===== config.mk =====
export PLATFORM = sky130hd
export DESIGN_NAME = chan_fifo_flat
export DESIGN_NICKNAME = d
export VERILOG_FILES = /design/src/rtl/chan_fifo_if.sv /design/src/rtl/chan_fifo.sv /design/src/flat_wrapper.sv
export SDC_FILE = /design/constraint.sdc
export NUM_CORES = 1
export LEC_CHECK = 0
export BUFFER_PORTS_ARGS = -buffer_cell sky130_fd_sc_hd__buf_4
export CORE_UTILIZATION = 41
export CTS_CLUSTER_DIAMETER = 150
export DETAILED_ROUTE_END_ITERATION = 10
export SYNTH_ARGS = -nofsm -noshare
export SYNTH_HDL_FRONTEND = slang
export SYNTH_SLANG_ARGS = --single-unit
export TNS_END_PERCENT = 50

===== constraint.sdc =====
create_clock -name clk -period 3.8 [get_ports clk]
set_input_delay 0.76 -clock clk [delete_from_list [all_inputs] [get_ports clk]]
set_output_delay 0.76 -clock clk [all_outputs]
set_load 0.02 [all_outputs]

===== src/rtl/chan_fifo_if.sv =====
// Producer/consumer channel bundle for chan_fifo: write side, read side and status.
interface chan_fifo_if #(
  parameter int WIDTH = 32,
  parameter int DEPTH = 4
);
  logic signed [WIDTH-1:0] din;
  logic                    we;
  logic signed [WIDTH-1:0] dout;
  logic                    oe;
  logic                    full;
  logic                    empty;
  logic [DEPTH:0]          count;
  logic                    overflow;
  logic                    underflow;

  modport master (
    output din, we, oe,
    input  dout, full, empty, count, overflow, underflow
  );

  modport slave (
    input  din, we, oe,
    output dout, full, empty, count, overflow, underflow
  );
endinterface


===== src/rtl/chan_fifo.sv =====
// Synchronous channel FIFO, 2**DEPTH x WIDTH, registered read data and sticky
// overflow/underflow flags; full/empty come only from the registered count.
module chan_fifo #(
  parameter int WIDTH = 32,
  parameter int DEPTH = 4
) (
  input  logic        clk,
  input  logic        reset,
  chan_fifo_if.slave  bus
);
  localparam int             WORDS   = 2**DEPTH;
  localparam logic [DEPTH:0] WORDS_C = (DEPTH+1)'(WORDS);
  localparam logic [DEPTH:0] ONE_C   = (DEPTH+1)'(1);

  logic [WIDTH-1:0]        mem_q [WORDS];
  logic [DEPTH-1:0]        wp_q, wp_d, rp_q, rp_d;
  logic [DEPTH:0]          count_q, count_d;
  logic signed [WIDTH-1:0] dout_q;
  logic                    ovf_q, ovf_d, unf_q, unf_d;
  logic                    full, empty, wr_acc, rd_acc;

  assign full  = (count_q == WORDS_C);
  assign empty = (count_q == '0);

  // A pop frees a slot in the same edge, so a full FIFO still accepts a write.
  always_comb begin
    wr_acc  = bus.we && (!full || bus.oe);
    rd_acc  = bus.oe && !empty;
    wp_d    = wr_acc ? wp_q + 1'b1 : wp_q;
    rp_d    = rd_acc ? rp_q + 1'b1 : rp_q;
    count_d = count_q;
    case ({wr_acc, rd_acc})
      2'b10:   count_d = count_q + ONE_C;
      2'b01:   count_d = count_q - ONE_C;
      default: count_d = count_q;
    endcase
    ovf_d = ovf_q | (bus.we && !wr_acc);
    unf_d = unf_q | (bus.oe && !rd_acc);
  end

  always_ff @(posedge clk or posedge reset) begin
    if (reset) begin
      wp_q    <= '0;
      rp_q    <= '0;
      count_q <= '0;
      dout_q  <= '0;
      ovf_q   <= 1'b0;
      unf_q   <= 1'b0;
    end else begin
      wp_q    <= wp_d;
      rp_q    <= rp_d;
      count_q <= count_d;
      ovf_q   <= ovf_d;
      unf_q   <= unf_d;
      if (rd_acc) dout_q <= mem_q[rp_q];
    end
  end

  // Storage is not reset; pointer reset discards stale entries.
  always_ff @(posedge clk) begin
    if (wr_acc && !reset) mem_q[wp_q] <= bus.din;
  end

  assign bus.dout      = dout_q;
  assign bus.full      = full;
  assign bus.empty     = empty;
  assign bus.count     = count_q;
  assign bus.overflow  = ovf_q;
  assign bus.underflow = unf_q;
endmodule


===== src/flat_wrapper.sv =====
// flat-port wrapper written by rule: the top's interface ports become plain ports
module chan_fifo_flat 
#(
  parameter int WIDTH = 32,
  parameter int DEPTH = 4
)
  (clk, reset, bus_din, bus_we, bus_oe, bus_dout, bus_full, bus_empty, bus_count, bus_overflow, bus_underflow);
  chan_fifo_if #(.WIDTH(WIDTH), .DEPTH(DEPTH)) bus_i ();
  input  logic clk;
  input  logic reset;
  input wire logic [$bits(bus_i.din)-1:0] bus_din;
  input wire logic [$bits(bus_i.we)-1:0] bus_we;
  input wire logic [$bits(bus_i.oe)-1:0] bus_oe;
  output wire logic [$bits(bus_i.dout)-1:0] bus_dout;
  output wire logic [$bits(bus_i.full)-1:0] bus_full;
  output wire logic [$bits(bus_i.empty)-1:0] bus_empty;
  output wire logic [$bits(bus_i.count)-1:0] bus_count;
  output wire logic [$bits(bus_i.overflow)-1:0] bus_overflow;
  output wire logic [$bits(bus_i.underflow)-1:0] bus_underflow;
  assign bus_i.din = bus_din;
  assign bus_i.we = bus_we;
  assign bus_i.oe = bus_oe;
  assign bus_dout = bus_i.dout;
  assign bus_full = bus_i.full;
  assign bus_empty = bus_i.empty;
  assign bus_count = bus_i.count;
  assign bus_overflow = bus_i.overflow;
  assign bus_underflow = bus_i.underflow;
  chan_fifo #(.WIDTH(WIDTH), .DEPTH(DEPTH)) u_core (.clk(clk), .reset(reset), .bus(bus_i));
endmodule

# Word-level counts from Yosys, hierarchy flattened
# Memories as Yosys holds them, arrays and structs flattened. A register that Yosys moved wholly into a read port is not among the register bits.
# Cells that the tools add are included.
# word_totals
n_memories,1
output_inout_bits,41
reg_bits,15
wordCells,31
mem_bits_rw,512
in_bits,36
# mem_list
name,words,word_bits,read_ports,rd_ports_with_merged_regs,write_ports,line_no,text
u_core.mem_q,16,32,1,1,1,chan_fifo.sv:15,logic [WIDTH-1:0] mem_q [WORDS];
# op_classes
muxes,3
n_bitwise,2
addsub,4
eq_ne,3
reduce_logical,13
# ops
cell,n
one-hot mux 5 bit (2 select lines),1
adder 4 x 1 -> 4 bit (second input constant),2
adder 5 x 1 -> 5 bit (second input constant),1
equality test 5 bit (second input constant),1
logical AND 1 bit,5
zero test 1 bit,5
zero test 5 bit,1
subtractor 5 x 1 -> 5 bit (second input constant),1
equality test 2 x 1 -> 1 bit (second input constant),1
equality test 2 bit (second input constant),1
two-way mux 1 bit,2
bitwise OR 1 bit,2
nonzero test 2 bit,1
logical OR 1 bit,1

# Longest topological paths before layout
# Gate-level depths: netlist of the first run.
# depth
word_depth,7
mapped_depth,10

# Worst setup path after synthesis of the first run
# No wires, ideal clock.
# synth_path
kind,input to register
start,in reset
end,mem u_core.mem_q[13][0] (enable)
stages,3
t_arrival_ps,3488
setup_slack_ps,-110
n_path_buf,0
required_ps,3379
path_cell_list,inv_1 -> nand3_1 -> nor2_1
# synth_via
elab_chain_cells,4
# synth_rtl
element,line_no,text
from (decl),flat_wrapper.sv:10,input logic reset;
zero test 1 bit (no source line),--,
logical AND 1 bit,chan_fifo.sv:61,if (wr_acc && !reset) mem_q[wp_q] <= bus.din;
two-way mux 1 bit,chan_fifo.sv:61,
two-way mux 1 bit (implied by the code),chan_fifo.sv:61,
to (decl),chan_fifo.sv:15,
# Every way passes these cells.

# Worst setup path after layout of the first run
# layout_path
start,"reg u_core.count_q[0], in the netlist u_core.bus.count[0]"
end,"reg u_core.count_q[4], in the netlist u_core.bus.count[4]"
# layout_via
elab_chain_cells,6
# layout_rtl
element,line_no,text
from (decl),chan_fifo.sv:17,"logic [DEPTH:0] count_q, count_d;"
from (signal assigned),chan_fifo.sv:52,count_q <= count_d;
equality test 5 bit,chan_fifo.sv:22,assign full = (count_q == WORDS_C);
zero test 1 bit,chan_fifo.sv:27,wr_acc = bus.we && (!full || bus.oe);
logical OR 1 bit,chan_fifo.sv:27,
logical AND 1 bit,chan_fifo.sv:27,
equality test 2 x 1 -> 1 bit / equality test 2 bit (equally long branches),chan_fifo.sv:32,"case ({wr_acc, rd_acc})"
one-hot mux 5 bit (2 select lines) / nonzero test 2 bit (equally long branches),--,
# Several ways; a longest one is shown, not always the timed one.
# A chain may end at the register's enable or synchronous reset.

==> results of run 1 <==
-- report_power, final --
group	leakage [nW]	switching, W	internal (W)	total, W
registers	5.16	0.000518	0.00729	0.00780
clock network	0.845	0.00227	0.00294	0.00521
logic	2.04	0.00243	0.00226	0.00469
-- worst max path at each step --
stage                                     end  cells after the start  slack [ps]
after detailed placement  u_core.bus.count[4]                      9         640
after global placement    u_core.bus.count[4]                      9         690
after global routing      u_core.bus.count[4]                      9         510
after floorplan           u_core.mem_q[13][0]                      3        -110
after CTS                 u_core.bus.count[4]                      9         610
final                     u_core.bus.count[4]                      9         670
-- routing by layer --
layer	vias to the layer above	part of all wire, %	track usage [%]
met5	-	0.027	0
met4	2	1.8	4.656
met3	54	4.1	2.852
met2	225	48	27.93
met1	5311	46	25.14
li1	4229	-	-
-- cell usage after synthesis (14+ instances only) --
| cell | number | share of area (%) |
|---|---|---|
| sky130_fd_sc_hd__a21oi_1 | 15 | 0.35 |
| sky130_fd_sc_hd__buf_4 | 15 | 0.53 |
| sky130_fd_sc_hd__dfrtp_1 | 47 | 5.5 |
| sky130_fd_sc_hd__edfxtp_1 | 512 | 72 |
| sky130_fd_sc_hd__mux2_2 | 14 | 0.74 |
| sky130_fd_sc_hd__mux2i_1 | 39 | 1.8 |
| sky130_fd_sc_hd__mux4_2 | 128 | 14 |
| sky130_fd_sc_hd__nand2_1 | 34 | 0.60 |
| sky130_fd_sc_hd__nor2_1 | 21 | 0.37 |
| sky130_fd_sc_hd__o221ai_1 | 19 | 0.78 |
| sky130_fd_sc_hd__o22ai_1 | 26 | 0.76 |
-- sequential cells by signal, summed over array words and instances, names as in the netlist --
| register | count |
|---|---|
| u_core.bus.dout | 32 |
| u_core.wp_q | 4 |
| u_core.bus.underflow | 1 |
| u_core.mem_q | 512 |
| u_core.bus.overflow | 1 |
| u_core.rp_q | 4 |
| u_core.bus.count | 5 |
-- worst register-to-register path: stages (launching register included) --
cell and delay (ps):
sky130_fd_sc_hd__dfrtp_1 450, sky130_fd_sc_hd__or4_4 620, sky130_fd_sc_hd__o21ai_4 160, sky130_fd_sc_hd__inv_2 260, sky130_fd_sc_hd__ha_1 400, sky130_fd_sc_hd__fa_1 430
sky130_fd_sc_hd__a21o_1 190, sky130_fd_sc_hd__a21oi_1 170, sky130_fd_sc_hd__mux2i_1 230, sky130_fd_sc_hd__xnor2_1 140
-- kinds of logic after synthesis --
group | after synthesis
mux | 181
simple gates | 66
fa+ha+maj | 10
xor+xnor | 9
buf+inv | 56
compound gates | 70
flops | 559
-- final cells by class --
type | instances | area share (%)
Clock buffer | 73 | 5.971
Tap cell | 680 | 3.447
Clock inverter | 31 | 1.059
Multi-Input combinational cell | 336 | 18.43
Inverter | 7 | 0.1064
Timing Repair Buffer | 113 | 3.893
Sequential cell | 559 | 67.10
-- stage by stage --
stage          instances  TNS (ps)  area [µm²]  setup slack (ps)
2_1_floorplan        951    -13670       21290            -109.5
3_3_place_gp        1695         0       22950             687.9
3_5_place_dp        1695         0       22950             640.4
4_1_cts             1799         0       24680             613.8
5_1_grt             1799         0       24680             510.7
6_report            1799         0       24680             670.8
==> flow_metrics.py, run 1 <==
metrics = {
    "timing": {
        "finalSetupViolations": 0,
        "report.final.slew_viol_count": 0,
        "grt_setup_unrepaired": "false",
        "timing.clock.skew_ps": 14.73,
        "max_freq_ghz": 0.3196,
        "final_period_minus_worst_setup_slack_ps": 3129,
        "min_period_over_period_pct": 82.35,
        "slew_headroom_pct": 41.40,
        "worst-slew-pin-transition_ps": 874.7,
        "timing.final.hold_violations": 0,
        "finalHoldWorstSlack_ps": 388.5,
    },
    "layout": {
        "most_common_cell_after_layout_fill_and_taps_aside": "sky130_fd_sc_hd__edfxtp_1",
        "multi_input_area_um2": 4548,
        "highest_count_cells_in_the_layout_ignoring_fill_and_taps": "sky130_fd_sc_hd__edfxtp_1 (512), sky130_fd_sc_hd__mux4_2 (128), sky130_fd_sc_hd__buf_4 (104)",
        "final_core_util_pct": 48.11,
        "layout-drive-gt1-share_pct": 32.08,
        "n_fill_cell": 4224,
        "synthToLayoutAreaGrowth_pct": 15.94,
        "nets": 1118,
        "final-seq-area_um2": 16560,
        "diodes": 0,
    },
    "worst_setup_path": {
        "regToRegEndpoint": "u_core.bus.count[4]",
        "critical_path_buf_inv_count": 1,
        "slowest_stage": "sky130_fd_sc_hd__or4_4",
        "setup.worst_path.end_class": "register",
        "cp_cell_sequence": "or4_4, o21ai_4, inv_2, ha_1, fa_1, a21o_1, a21oi_1, mux2i_1, xnor2_1",
        "cpLargestDelayFamily": "adder cells",
        "crit_path_max_fanout": 31,
        "regToRegSetupSlack_ps": 670,
        "worst-endpoint-required_ps": 4320,
        "crit_path_max_incr_delay_ps": 620,
        "reg2reg_depth": 9,
        "cp-startpoint": "u_core.bus.count[0]",
        "crit-reg2reg-launch": "u_core.bus.count[0]",
        "critPathKind": "reg -> reg",
        "critPathLaunchType": "register",
        "critical_path_arrival_ps": 3650,
    },
    "logic_synthesis": {
        "synth_edf_count": 512,
        "ys.warnings.count": 0,
        "post_synth_inst_count": 951,
        "synthXorXnorAreaFrac_pct": 0.3702,
        "synth_sequential_area_ratio_pct": 77.74,
        "post_synth_num_cell_types": 36,
        "synth-compound-area-share_pct": 2.327,
        "post_synth_instance_area_um2": 21290,
        "synthAdderAreaFrac_pct": 0.6229,
        "asyncSetResetFlopFracSynth_pct": 8.408,
        "post_synth_and_or_nand_nor_area_fraction_pct": 1.363,
        "ys_ff_latch": 559,
        "synth_top_family_by_area": "multiplexers",
        "synth_mux_area_share_pct": 16.11,
        "synth.avg_cell_area_um2": 22.39,
        "postSynth.topFlopCell": "sky130_fd_sc_hd__edfxtp_1",
        "syn-num-nets": 997,
    },
    "routing": {
        "num_vias": 9821,
        "drtAntennaViolNets": 0,
        "detailedRoute.firstIterationViolations": 900,
        "first_pass_iters": 5,
        "drt_wl_total_um": 45130,
        "drc_errors": 0,
        "route.detailed.wl_per_inst_um": 25.09,
        "detail_route.vias_per_cell": 5.459,
    },
    "power_and_ir_drop": {
        "power_density_nw_per_um2": 717.2,
        "finalPower_w": 0.01770,
        "power.ir.vdd_worst_uv": 362.0,
        "total_leakage_power_nw": 8.046,
    },
    "outcome": {
        "outcome": "completed",
    },
    "min_path": {
        "holdPathStages": 2,
        "min_from": "bus_we",
        "hold_path.class": "in -> reg",
        "hold_path_end": "u_core.bus.overflow",
    },
    "clock_tree": {
        "ctsHtreeMaxLevel": 2,
        "post_cts_buffers": 0,
        "tritoncts": "done",
        "cts.repair.resized": 0,
        "cts_buffer_depth": 3,
        "tritoncts.num_buffers": 55,
        "clock_sinks": 559,
        "cts_hold_repair.buffers": 0,
        "clock_latency_ps": 610,
        "clock_pin_slew_reported_for_the_worst_setup_and_hold_paths_after_clock_tree_synthesis_ps": 60,
        "cts_root_buffer": "sky130_fd_sc_hd__clkbuf_16",
    },
    "floorplan": {
        "floorplan.die.height_um": 229.9,
        "initial_core_util_pct": 41.50,
        "fp.coreArea_um2": 51300,
        "die_area_um2": 52840,
        "chipWidth_um": 229.9,
        "io_pins": 77,
        "num_rows": 83,
    },
    "global_route": {
        "grt_first_pass_wirelength_um": 68370,
        "remaining_global_route_overflow": 0,
        "maximum_number_of_pins_on_one_net_before_global_route_repair": 58,
        "first_global_vias": 10420,
        "globalRouteTotalUtil_pct": 17.52,
        "antenna_found_initial": 1,
    },
    "place": {
        "place.gp.congestion": 0.7315,
        "buffer_ports.inserted": 76,
        "hpwlAfterDp_um": 26370,
    },
    "job": {
        "max_cap_viol_count": 0,
    },
}
(Power assumes the default switching activity.)
==> run 2, diff against run 1 <==
--- a/config.mk
+++ b/config.mk
@@ -5,6 +5,7 @@
 export SDC_FILE = /design/constraint.sdc
 export NUM_CORES = 1
 export LEC_CHECK = 0
+export ABC_AREA = 1
 export BUFFER_PORTS_ARGS = -buffer_cell sky130_fd_sc_hd__buf_4
 export CORE_UTILIZATION = 41
 export CTS_CLUSTER_DIAMETER = 150
==> constraint.sdc (replaced) <==
create_clock -name clk -period 3.1 [get_ports clk]
set_input_delay 0.62 -clock clk [delete_from_list [all_inputs] [get_ports clk]]
set_output_delay 0.62 -clock clk [all_outputs]
set_load 0.02 [all_outputs]
==> run 2 against run 1 <==
  * Final area grew 4.0%
  * Combinational power is 63% higher
  * Hold slack worse by 92 ps
  * Sequential cell count stayed put
  * Critical path depth fell by 1
  * Area after synthesis up 5.6%
  * Clock power increased by 20%
  * Clock skew about the same
  * Worst setup slack gained 52 ps
  * Sequential power increased by 19%
==> flow_metrics.py, run 2 <==
metrics = {
    "worst_setup_path": {
        "reg2reg_depth": 8,
        "critPathKind": "reg -> reg",
        "cp-startpoint": "u_core.rp_q[1]",
        "regToRegSetupSlack_ps": 720,
        "slowest_stage": "sky130_fd_sc_hd__buf_4",
        "cp_cell_sequence": "buf_4, nand3_1, nand3_1, nand2_1, nand2_1, nand2_1, nand2_1, nand2_1",
        "crit-reg2reg-launch": "u_core.rp_q[1]",
        "critical_path_arrival_ps": 2850,
        "crit_top_cell": "sky130_fd_sc_hd__nand2_1",
        "worst-endpoint-required_ps": 3570,
        "regToRegEndpoint": "u_core.bus.dout[9]",
        "critPathLaunchType": "register",
        "setup.worst_path.end_class": "register",
        "crit_path_max_fanout": 76,
        "crit_path_max_incr_delay_ps": 840,
    },
    "logic_synthesis": {
        "synth_largest_type_area_fraction_pct": 68.41,
        "post_synth_instance_area_um2": 22470,
        "post_synth_inst_count": 1902,
        "yosys.area.top_type": "sky130_fd_sc_hd__edfxtp_1",
        "synth_sequential_area_ratio_pct": 73.65,
        "syn-num-nets": 1948,
        "synth.avg_cell_area_um2": 11.82,
        "asyncSetResetFlopFracSynth_pct": 8.408,
        "postSynth.topFlopCell": "sky130_fd_sc_hd__edfxtp_1",
        "yosys-top-cells-area": "sky130_fd_sc_hd__edfxtp_1 (68%), sky130_fd_sc_hd__nand2_1 (13%), sky130_fd_sc_hd__nand3_1 (7.5%)",
        "ys_ff_latch": 559,
        "synth.top_cells.by_count": "sky130_fd_sc_hd__nand2_1 (790), sky130_fd_sc_hd__edfxtp_1 (512), sky130_fd_sc_hd__nand3_1 (336)",
        "ys.warnings.count": 0,
        "synth_edf_count": 512,
        "post_synth_num_cell_types": 25,
        "post-synth-top-count-cell": "sky130_fd_sc_hd__nand2_1",
    },
    "timing": {
        "timing.clock.skew_ps": 14.73,
        "grt_setup_unrepaired": "false",
        "final_period_minus_worst_setup_slack_ps": 2377,
        "finalSetupViolations": 0,
        "min_period_over_period_pct": 76.68,
        "slew_headroom_pct": 27.39,
        "report.final.slew_viol_count": 0,
        "max_freq_ghz": 0.4207,
        "timing.setup.tns_ps": 0,
        "worst-slew-pin-transition_ps": 1089,
        "timing.final.hold_violations": 0,
        "post_route_setup_slack_ps": 722.8,
    },
    "place": {
        "detailedPlace.worstSlack_ps": 703.2,
        "place.gp.congestion": 0.7944,
        "hpwlAfterDp_um": 31520,
        "buffer_ports.inserted": 76,
        "placed_cells_incl_taps": 2616,
    },
    "clock_tree": {
        "clock_latency_ps": 600,
        "cts.repair.resized": 0,
        "cts_buffer_depth": 3,
        "cts_hold_repair.buffers": 1,
        "post_cts_buffers": 0,
        "tritoncts": "done",
        "clock_sinks": 559,
        "clock_pin_slew_reported_for_the_worst_setup_and_hold_paths_after_clock_tree_synthesis_ps": 60,
        "tritoncts.num_buffers": 55,
        "cts_root_buffer": "sky130_fd_sc_hd__clkbuf_16",
        "ctsHtreeMaxLevel": 2,
    },
    "layout": {
        "synthToLayoutAreaGrowth_pct": 14.23,
        "layout-drive-gt1-share_pct": 11.23,
        "post_layout_nonfiller_instances": 2718,
        "most_common_cell_after_layout_fill_and_taps_aside": "sky130_fd_sc_hd__nand2_1",
        "regMostFlops": "u_core.mem_q",
        "nets": 2024,
        "largest_reg_flops": 512,
        "highest_count_cells_in_the_layout_ignoring_fill_and_taps": "sky130_fd_sc_hd__nand2_1 (790), sky130_fd_sc_hd__edfxtp_1 (512), sky130_fd_sc_hd__nand3_1 (336)",
    },
    "floorplan": {
        "num_rows": 85,
        "floorplan.die.height_um": 236.1,
        "io_pins": 77,
        "chipWidth_um": 236.1,
        "initial_core_util_pct": 41.60,
        "fp.coreArea_um2": 54030,
        "die_area_um2": 55750,
    },
    "routing": {
        "num_vias": 14430,
        "route.detailed.wl_per_inst_um": 21.23,
        "detailedRoute.firstIterationViolations": 1228,
        "detail_route.vias_per_cell": 5.309,
        "drtAntennaViolNets": 0,
        "drc_errors": 0,
        "first_pass_iters": 7,
        "drt_wl_total_um": 57700,
    },
    "global_route": {
        "remaining_global_route_overflow": 0,
        "grt_first_pass_wirelength_um": 88040,
        "antenna_found_initial": 1,
        "globalRouteTotalUtil_pct": 20.89,
        "maximum_number_of_pins_on_one_net_before_global_route_repair": 148,
        "first_global_vias": 14160,
    },
    "min_path": {
        "hold_path.class": "in -> reg",
        "hold_path_end": "u_core.bus.overflow",
        "min_from": "bus_we",
        "holdPathStages": 2,
    },
    "power_and_ir_drop": {
        "finalPower_w": 0.02317,
        "power.ir.vdd_worst_uv": 640.3,
        "power_density_nw_per_um2": 902.7,
        "total_leakage_power_nw": 9.681,
    },
    "job": {
        "max_cap_viol_count": 0,
    },
    "outcome": {
        "outcome": "completed",
    },
}
[run 2: changes by cell type after synthesis, moves of 19 or more]
cell and delta:
sky130_fd_sc_hd__a21oi_1 +25, sky130_fd_sc_hd__nand3_1 +335, sky130_fd_sc_hd__buf_2 +44, sky130_fd_sc_hd__o22ai_1 -26, sky130_fd_sc_hd__nand2_1 +756, sky130_fd_sc_hd__mux4_2 -128
sky130_fd_sc_hd__o221ai_1 -19, sky130_fd_sc_hd__mux2i_1 -39
[run 2: logic make-up (layout without fill, tap and decap cells)]
family                     after synthesis  in the layout  share of synthesized area, %
other                                    0              1                             0
and+or+nand+nor                       1149           1149                         21.10
AOI/OAI and AO/OA                       49             49                         1.136
DFF                                    559            559                         73.65
buffers and inverters                  127            246                         3.218
xor gates and xnor gates                 8              8                        0.3118
adders and majority gates               10             10                        0.5902
[run 2: where the power goes]
group | internal [W] | switching, W | total [W]
clock network | 0.00349 | 0.00274 | 0.00623
logic | 0.00232 | 0.00535 | 0.00766
registers | 0.00887 | 0.000404 | 0.00928
[run 2: worst max-delay path by stage]
stage	endpoint	slack [ps]
after floorplan	u_core.mem_q[12][0]	260
after global placement	u_core.mem_q[10][21]	730
after detailed placement	u_core.mem_q[10][26]	700
after CTS	u_core.bus.dout[9]	740
after global routing	u_core.bus.count[4]	510
final	u_core.bus.dout[9]	720
[run 2: cell type report]
cell class	instances	area (µm²)
inverter	20	85.08
fill	4771	28360
multi-input combinational	1216	5326
timing repair buffer	126	1161
clock buffer	72	1513
tap	696	870.8
clock inverter	28	152.6
sequential	559	16560
antenna	1	2.502
[run 2: critical path, delay by kind of cell, from the launching register on]
kind          cells  cell delay, ps
flops             1             580
buf+inv           1             840
simple gates      7             720
[run 2: through the flow]
stage | cell area [µm²] | hold slack [ps] | utilization (%)
2_1_floorplan | 22520 | 506.9 | -
3_3_place_gp | 23990 | 454.2 | 44.41
3_5_place_dp | 23990 | 469.3 | 44.41
4_1_cts | 25670 | 267.3 | 47.51
5_1_grt | 25670 | 290.9 | 47.51
6_report | 25670 | 296.3 | 47.51
[run 2: metal layers]
layer  vias up  routed length [µm]  global-route usage, %
met3        78                3829                  3.288
met5         -                   0                      0
met4         0                1175                  6.397
met2       539               27360                  33.23
li1       6729                   -                      -
met1      7085               25340                  29.55
==> run 3, diff against run 2 <==
==> constraint.sdc (replaced) <==
create_clock -name clk -period 2.35 [get_ports clk]
set_input_delay 0.47 -clock clk [delete_from_list [all_inputs] [get_ports clk]]
set_output_delay 0.47 -clock clk [all_outputs]
set_load 0.02 [all_outputs]
==> run 3 against run 2 <==
  * Sequential cell count unchanged
  * Utilization up 0.90 points
  * Fmax up 6.8%
  * Clock skew up 8.0 ps
  * Via count up 0.11%
  * Non-clock buffer count up 20
  * Total power up 38%
  * Clock power up 49%
  * First-iteration DRC count up 16%
  * Sequential share of layout area down 1.2 points
  * Die area unchanged
  * Wire length down 1.6%
  * Critical endpoint is now u_core.mem_q[8][22]
  * Largest cell class unchanged
==> flow_metrics.py, run 3 (synthesis results as in run 2) <==
metrics = {
    "clock_tree": {
        "cts_hold_repair.buffers": 0,
        "cts_buffer_depth": 3,
        "tritoncts": "done",
        "clock_sinks": 559,
        "tritoncts.num_buffers": 56,
        "ctsHtreeMaxLevel": 2,
        "clock_pin_slew_reported_for_the_worst_setup_and_hold_paths_after_clock_tree_synthesis_ps": 60,
        "clock_latency_ps": 610,
        "cts_root_buffer": "sky130_fd_sc_hd__clkbuf_16",
    },
    "global_route": {
        "maximum_number_of_pins_on_one_net_before_global_route_repair": 159,
        "first_global_vias": 14210,
        "globalRouteTotalUtil_pct": 20.47,
        "antenna_found_initial": 1,
        "grt_first_pass_wirelength_um": 86520,
        "remaining_global_route_overflow": 0,
    },
    "floorplan": {
        "initial_core_util_pct": 41.60,
        "num_rows": 85,
        "io_pins": 77,
        "chipWidth_um": 236.1,
        "die_area_um2": 55750,
        "floorplan.die.height_um": 236.1,
        "fp.coreArea_um2": 54030,
    },
    "layout": {
        "n_fill_cell": 4759,
        "highest_count_cells_in_the_layout_ignoring_fill_and_taps": "sky130_fd_sc_hd__nand2_1 (790), sky130_fd_sc_hd__edfxtp_1 (512), sky130_fd_sc_hd__nand3_1 (336)",
        "largest_reg_flops": 512,
        "final_core_util_pct": 48.41,
        "layout-drive-gt1-share_pct": 12.99,
        "nets": 2047,
        "post_layout_nonfiller_instances": 2744,
        "regMostFlops": "u_core.mem_q",
        "most_common_cell_after_layout_fill_and_taps_aside": "sky130_fd_sc_hd__nand2_1",
        "synthToLayoutAreaGrowth_pct": 16.39,
    },
    "routing": {
        "drc_errors": 0,
        "routed-wl-met2_um": 26690,
        "drtAntennaViolNets": 0,
        "first_pass_iters": 6,
        "wl_met1_um": 24790,
        "route.top_layer_used": "met4",
        "num_vias": 14450,
        "detailedRoute.firstIterationViolations": 1429,
        "detail_route.vias_per_cell": 5.265,
        "route.detailed.wl_per_inst_um": 20.69,
        "drt_wl_total_um": 56780,
        "met3_wirelength_um": 4018,
    },
    "worst_setup_path": {
        "reg2reg_depth": 10,
        "crit-reg2reg-launch": "u_core.bus.count[1]",
        "crit_path_max_incr_delay_ps": 450,
        "setup.worst_path.end_class": "register",
        "crit_top_cell": "sky130_fd_sc_hd__nand2_1",
        "cpLargestDelayFamily": "simple AND/OR/NAND/NOR gates",
        "regToRegEndpoint": "u_core.mem_q[8][22]",
        "critPathLaunchType": "register",
        "worst-endpoint-required_ps": 2660,
        "regToRegSetupSlack_ps": 120,
        "cp_cell_sequence": "inv_1, nand3_1, nor2_1, nand2_1, nand2_2, inv_2, nand2_1, buf_4, nor2_4, buf_12",
        "number_of_stages_on_the_worst_setup_path": 10,
        "crit_path_max_fanout": 12,
        "critical_path_buf_inv_count": 4,
        "slowest_stage": "sky130_fd_sc_hd__nor2_4",
        "critPathKind": "reg -> reg",
        "critical_path_arrival_ps": 2530,
    },
    "place": {
        "placed_cells_incl_taps": 2636,
        "detailedPlace.worstSlack_ps": -17.86,
        "buffer_ports.inserted": 76,
        "hpwlAfterDp_um": 31640,
        "place.gp.congestion": 0.8132,
    },
    "power_and_ir_drop": {
        "total_leakage_power_nw": 9.909,
        "power_density_nw_per_um2": 1224,
        "finalPower_w": 0.03200,
        "combPwrFrac_pct": 33.1,
        "p_switching_w": 0.01144,
        "power.ir.vdd_worst_uv": 844.2,
        "swShare_pct": 35.76,
        "seq_power_share_pct": 38.0,
        "p_clk_share_pct": 28.9,
        "power_report.internal_total_w": 0.02056,
    },
    "min_path": {
        "holdPathStages": 2,
        "hold_path.class": "in -> reg",
        "min_from": "bus_we",
        "hold_path_end": "u_core.bus.overflow",
    },
    "timing": {
        "worst-slew-pin-transition_ps": 969.4,
        "report.final.slew_viol_count": 0,
        "post_route_setup_slack_ps": 123.8,
        "grt_setup_unrepaired": "false",
        "min_period_over_period_pct": 94.73,
        "final_period_minus_worst_setup_slack_ps": 2226,
        "timing.setup.tns_ps": 0,
        "slew_headroom_pct": 35.37,
        "max_freq_ghz": 0.4492,
        "timing.final.hold_violations": 0,
        "timing.clock.skew_ps": 22.69,
        "finalSetupViolations": 0,
    },
    "outcome": {
        "outcome": "completed",
    },
    "job": {
        "max_cap_viol_count": 0,
    },
}
## run 3: cell count changes in the layout (fill, tap and decap cells not counted), moves of 5 or more
| cell | delta |
|---|---|
| sky130_fd_sc_hd__buf_4 | +16 |
| sky130_fd_sc_hd__clkbuf_1 | -7 |
| sky130_fd_sc_hd__buf_12 | +5 |
| sky130_fd_sc_hd__bufinv_16 | +9 |
## run 3: how the worst max path moves through the flow
stage	end	startpoint	slack (ps)
after floorplan	u_core.mem_q[0][0]	reset	-300
after global placement	u_core.mem_q[12][6]	bus_oe	8
after detailed placement	u_core.mem_q[12][6]	bus_oe	-20
after CTS	u_core.mem_q[12][13]	u_core.bus.count[1]	40
after global routing	u_core.bus.count[4]	u_core.bus.count[2]	20
final	u_core.mem_q[8][22]	u_core.bus.count[1]	120
## run 3: area by class of cell
class / count / area (µm²) / share of cell area (%)
Tap cell: 696 / 870.8 / 3.329
Multi-Input combinational cell: 1218 / 5355 / 20.47
Clock inverter: 41 / 465.4 / 1.779
Clock buffer: 63 / 1448 / 5.535
Timing Repair Buffer: 146 / 1371 / 5.243
Antenna cell: 1 / 2.502 / 0.009567
Sequential cell: 559 / 16560 / 63.31
Inverter: 20 / 85.08 / 0.3253
## run 3: layer usage
metal  vias up  GRT usage [%]
met5         -              0
met4         0          5.942
met3        88          3.464
met2       541          32.77
met1      7043          28.71
li1       6775              -
## run 3: power by group through the flow
stage / Clock [W] / Combinational [W] / Sequential, W
6_report: 0.00926 / 0.0106 / 0.0122
3_3_place_gp: 0 / 0.0105 / 0.0123
5_1_grt: 0.00980 / 0.0117 / 0.0122
3_5_place_dp: 0 / 0.0106 / 0.0124
4_1_cts: 0.00943 / 0.0106 / 0.0122
2_1_floorplan: 0 / 0.00666 / 0.0126
## run 3: what timing repair did
action | CTS | global route
setup endpoints to repair | 0 | 65
resized for setup | 0 | 4
hold endpoints to repair | 0 | 0
buffers inserted | 0 | 1
## run 3: worst reg2reg max path, stage by stage, from the launching register on
cell and delay, ps:
sky130_fd_sc_hd__dfrtp_1 350, sky130_fd_sc_hd__inv_1 60, sky130_fd_sc_hd__nand3_1 80, sky130_fd_sc_hd__nor2_1 50
sky130_fd_sc_hd__nand2_1 70, sky130_fd_sc_hd__nand2_2 110, sky130_fd_sc_hd__inv_2 100, sky130_fd_sc_hd__nand2_1 190
sky130_fd_sc_hd__buf_4 240, sky130_fd_sc_hd__nor2_4 450, sky130_fd_sc_hd__buf_12 230
## run 3: stage by stage
| stage | hold slack, ps | cell area [µm²] |
|---|---|---|
| 2_1_floorplan | 506.9 | 22580 |
| 3_5_place_dp | 470.3 | 24200 |
| 4_1_cts | 115.3 | 26120 |
| 5_1_grt | 120.7 | 26160 |
| 3_3_place_gp | 466.5 | 24200 |
| 6_report | 138.6 | 26160 |
